--- src/rtl/btn_mode_sel.sv ---
// Push-button mode selector: synchronizes and debounces three buttons, then
// latches a one-hot pattern select from the most recent qualifying press.
//
// state | meaning
// ------+---------------------------------------------
// NONE  | no mode selected since reset, sel = 000
// P1    | btn1 pattern selected, sel1 high
// P2    | btn2 pattern selected, sel2 high
// P3    | btn3 pattern selected, sel3 high
module btn_mode_sel #(
   parameter int DB_CYCLES   = 1000000,
   parameter int SYNC_STAGES = 2
) (
   input  logic       CLK,
   input  logic       RST,
   input  logic       btn1,
   input  logic       btn2,
   input  logic       btn3,
   output logic       sel1,
   output logic       sel2,
   output logic       sel3,
   output logic [2:0] db,
   output logic       mode_chg
);

   localparam int CW = $clog2(DB_CYCLES);
   localparam logic [CW-1:0] CNT_LAST = CW'(DB_CYCLES - 1);

   typedef enum logic [1:0] {
      NONE = 2'd0,
      P1   = 2'd1,
      P2   = 2'd2,
      P3   = 2'd3
   } mode_t;

   logic [2:0] raw;
   logic [2:0] db_d;
   logic [2:0] press;
   mode_t      state;
   mode_t      tgt;

   assign raw = {btn3, btn2, btn1};

   generate
      for (genvar i = 0; i < 3; i++) begin : g_btn
         logic [SYNC_STAGES-1:0] sync_q;
         logic                   synced;
         logic [CW-1:0]          cnt;
         logic                   db_q;

         assign synced = sync_q[SYNC_STAGES-1];
         assign db[i]  = db_q;

         always_ff @(posedge CLK or posedge RST) begin
            if (RST) begin
               sync_q <= '0;
            end else begin
               sync_q <= {sync_q[SYNC_STAGES-2:0], raw[i]};
            end
         end

         // Any cycle that agrees with the accepted level restarts the window.
         always_ff @(posedge CLK or posedge RST) begin
            if (RST) begin
               cnt  <= '0;
               db_q <= 1'b0;
            end else if (synced == db_q) begin
               cnt <= '0;
            end else if (cnt == CNT_LAST) begin
               db_q <= synced;
               cnt  <= '0;
            end else begin
               cnt <= cnt + 1'b1;
            end
         end
      end
   endgenerate

   always_ff @(posedge CLK or posedge RST) begin
      if (RST) begin
         db_d <= 3'b000;
      end else begin
         db_d <= db;
      end
   end

   assign press = db & ~db_d;

   // Lower-priority presses in the same cycle are dropped, not deferred.
   always_comb begin
      tgt = state;
      if (press[0]) begin
         tgt = P1;
      end else if (press[1]) begin
         tgt = P2;
      end else if (press[2]) begin
         tgt = P3;
      end
   end

   always_ff @(posedge CLK or posedge RST) begin
      if (RST) begin
         state    <= NONE;
         sel1     <= 1'b0;
         sel2     <= 1'b0;
         sel3     <= 1'b0;
         mode_chg <= 1'b0;
      end else begin
         state    <= tgt;
         sel1     <= (tgt == P1);
         sel2     <= (tgt == P2);
         sel3     <= (tgt == P3);
         mode_chg <= (tgt != state);
      end
   end

endmodule

--- config.mk ---
export PLATFORM = sky130hd
export DESIGN_NAME = btn_mode_sel
export DESIGN_NICKNAME = d
export VERILOG_FILES = /design/src/rtl/btn_mode_sel.sv
export SDC_FILE = /design/constraint.sdc
export NUM_CORES = 1
export LEC_CHECK = 0
export ABC_AREA = 1
export BUFFER_PORTS_ARGS = -buffer_cell sky130_fd_sc_hd__buf_2
export CAP_MARGIN = 20
export CORE_MARGIN = 10
export CORE_UTILIZATION = 65
export CTS_BUF_LIST = sky130_fd_sc_hd__clkbuf_8 sky130_fd_sc_hd__clkbuf_16
export DETAILED_ROUTE_END_ITERATION = 7
export PLACE_DENSITY = 0.83
export SYNTH_ARGS = -nofsm -noshare
export SYNTH_HDL_FRONTEND = slang
export SYNTH_SLANG_ARGS = --single-unit
--- constraint.sdc ---
create_clock -name CLK -period 4.85 [get_ports CLK]
set_input_delay 0.485 -clock CLK [delete_from_list [all_inputs] [get_ports CLK]]
set_output_delay 0.485 -clock CLK [all_outputs]
set_load 0.05 [all_outputs]
==> impl_metrics.json <==
{
  "status": "complete, no violations",
  "hold_viol_final": 0,
  "rrSetupSlack_ns": 3.03,
  "ant_nets": 0,
  "place.detailed.hpwl_um": 6280,
  "synth_sequential_area_ratio_pct": 47.6,
  "synth-compound-area-share_pct": 2.93,
  "coreArea_um2": 6030,
  "grt_pass1_vias": 3295,
  "wl_per_cell_um": 13.6,
  "drt_first_pass_iters": 5,
  "min_path_type": "input port to flip-flop",
  "post_cts_resized": 0,
  "critPathCaptureType": "flip-flop",
  "synth_mux_area_share_pct": 0,
  "clockBufferDepth": 2,
  "syn_to_final_growth_pct": 9.25,
  "holdPathStages": 1,
  "ir_drop_uv": 323,
  "finalCoreUtilization_pct": 74.3,
  "worst_ep_arrival_time_ns": 2.05,
  "crit_slowest_cell": "xnor2_1",
  "die_w_um": 99.4,
  "yosysTopAreaCell": "dfrtp_1",
  "top_level_ports": 12,
  "synth_top_area_share_pct": 47.6,
  "hold_start": "btn3",
  "place_area_um2": 4220,
  "routed_wl_um": 8450,
  "r2r-end": "g_btn[1].cnt[18]",
  "synthAdderAreaFrac_pct": 0.916,
  "switching_power_uw": 277,
  "fmax_ghz": 0.551,
  "crit_chain": "xnor2_1, inv_1, nand2_2, nor2_1",
  "syn_nets": 531,
  "fin_setup_tns_ns": 0,
  "fin_nets": 550,
  "vias_per_cell": 5.33,
  "synth.area.top_cells": "dfrtp_1 (48%), nor2_1 (12%), nand2_1 (9.1%)",
  "drv_cap": 0,
  "drive_gt1_share_pct": 12.1,
  "ctsHtreeMaxLevel": 3,
  "diodes": 0,
  "hold_buffers": 0,
  "intPower_mw": 1.01,
  "fin_area_um2": 4480,
  "critical_path_peak_fanout": 12,
  "tightest_slew_ns": 0.964,
  "io_buffer_count": 11,
  "synth_top_family_by_area": "simple AND/OR/NAND/NOR gates",
  "p_comb_share_pct": 3.1,
  "grt-ovfl-total": 0,
  "drc": 0,
  "slew_headroom_pct": 35.3,
  "worstSkewPairLatency_ns": 0.35,
  "r2r_cells": 4,
  "worstReg2RegStart": "g_btn[1].db_q",
  "path_buf_inv": 1,
  "num_rows": 28,
  "min_period_ns": 1.82,
  "required_ns": 5.09,
  "path_clk_slew_ns": 0.09,
  "gp_congestion": 0.945,
  "root_buffer": "clkbuf_8",
  "synth-xor-area-share_pct": 7.24,
  "cts.sinks": 78,
  "seq_power_share_pct": 51.5,
  "clkPwrFrac_pct": 45.4,
  "hold_end": "g_btn[2].sync_q[0]",
  "synth_cell_type_count": 27,
  "syn_avg_cell_area_um2": 7.83,
  "cts_tree": "built",
  "crit_family": "XOR/XNOR gates",
  "routed-via-count": 3313,
  "n_fill_cell": 453,
  "crit_type": "flip-flop to flip-flop",
  "power_mw": 1.29,
  "initial_utilization_pct": 68.0,
  "grt_max_degree": 79,
  "ys_warn_count": 0,
  "sw_frac_of_total_pct": 21.5,
  "rsz0062_at_grt": "false",
  "grtUsageTotal_pct": 18.6,
  "slowest_delay_ns": 0.78,
  "cts_buffers": 9,
  "die-area_um2": 9880,
  "post_cts_buffers": 0,
  "power_density_nw_per_um2": 289,
  "fin_worst_skew_ns": 0.00923,
  "syn_area_um2": 4100,
  "slew_violations": 0,
  "yosys.area_share.simple_pct": 35.4,
  "power_leakage_nw": 2.00,
  "die_height_um": 99.4,
  "finalSetupViolations": 0,
  "drt-initial-drc-count": 155,
  "ys_seq_elements": 78,
  "antenna_found_initial": 0,
  "post-route-period-util_pct": 37.4,
  "critPathLaunchType": "flip-flop",
  "synthCells": 523,
  "grt_pass1_wl_um": 15000
}
-- stage by stage --
stage / std cells / worst slack (ns) / hold WS (ns)
after global routing: 622 / 2.88 / 0.218
after detailed placement: 605 / 2.96 / 0.338
after global placement: 605 / 3.07 / 0.344
final: 622 / 3.03 / 0.237
after floorplan: 523 / 2.37 / 0.331
after CTS: 621 / 2.94 / 0.220
-- worst reg2reg max path: cells and delay by family (launching register included) --
family / cells / cell delay, ns
and+or+nand+nor: 2 / 0.26
DFF: 1 / 0.44
buffers and inverters: 1 / 0.24
xor gates and xnor gates: 1 / 0.78
-- worst max-delay path by stage --
stage / from / endpoint / slack [ns] / cells past startpoint
floorplan: RST / db_d[0] / 2.37 / 1
global placement: g_btn[0].db_q / g_btn[0].cnt[18] / 3.07 / 4
detailed placement: g_btn[0].db_q / g_btn[0].cnt[5] / 2.96 / 4
CTS: g_btn[0].db_q / g_btn[0].cnt[5] / 2.94 / 4
global route: g_btn[1].db_q / g_btn[1].cnt[9] / 2.88 / 4
finish: g_btn[1].db_q / g_btn[1].cnt[18] / 3.03 / 4
-- placed cells by master, fill, tap and decap left out, drive strengths merged, types with 2 or more instances in the layout --
cell,instances
nor2,148
nand2,111
dfrtp,78
inv,57
nand3,44
xor2,18
xnor2,15
buf,13
nand4,12
a21oi,9
clkbuf,9
o21ai,9
nor3,7
o21bai,4
ha,3
bufinv,3
nand3b,2
clkinv,2
-- flip-flops by register name (all words and copies together), names as in the netlist --
name and cells:
sel1 1, db_d 3, sel3 1, g_btn.db_q 3
state 2, sel2 1, g_btn.cnt 60, mode_chg 1
g_btn.sync_q 6
-- layer usage --
metal | track usage [%] | part of all wire, %
met1 | 23.5 | 47
met2 | 29.5 | 47
met3 | 4.36 | 4.7
met4 | 8.49 | 2.1
met5 | 0 | 0
-- area by class of cell --
type	instances	area, um^2	share of cell area, %
clock buffers	9	124	2.77
multi-input cells	384	1900	42.5
clock inverters	7	120	2.68
well taps	75	93.8	2.10
repair buffers	13	70.1	1.57
flip-flops and latches	78	1950	43.6
inverters	56	211	4.72
-- logic make-up (layout without fill, tap and decap cells) --
family,Yosys count,after routing
buffers and inverters,61,85
AO/OA/AOI/OAI,22,22
flip-flops,78,78
AND/OR/NAND/NOR,326,326
adder cells (fa/ha/maj),3,3
XOR/XNOR,33,33
-- power by group through the flow --
stage / clock (mW) / combinational, mW / sequential, mW
final: 0.586 / 0.0403 / 0.665
after global routing: 0.626 / 0.0479 / 0.666
after CTS: 0.600 / 0.0414 / 0.665
after detailed placement: 0 / 0.0411 / 0.678
after global placement: 0 / 0.0398 / 0.678
after floorplan: 0 / 0.0311 / 0.676
-- cell usage after synthesis --
master and instances:
nand3b_1 2, nand3_2 4, xnor2_1 15, buf_4 3, o21ai_0 6, xor2_2 1, inv_2 1, nand3_1 40
nor2_1 132, and2_1 1, clkbuf_1 2, nor2_2 12, or2_2 1, o21ai_1 3, ha_1 3, dfrtp_1 78
a21oi_1 9, nor2_4 4, xor2_1 17, nand4_1 12, nand2_4 1, nand2_2 11, inv_1 55, o21bai_1 4
nand2_1 99, nor3_1 6, nor3_2 1
Note: power is estimated with default switching activity, not from simulation.
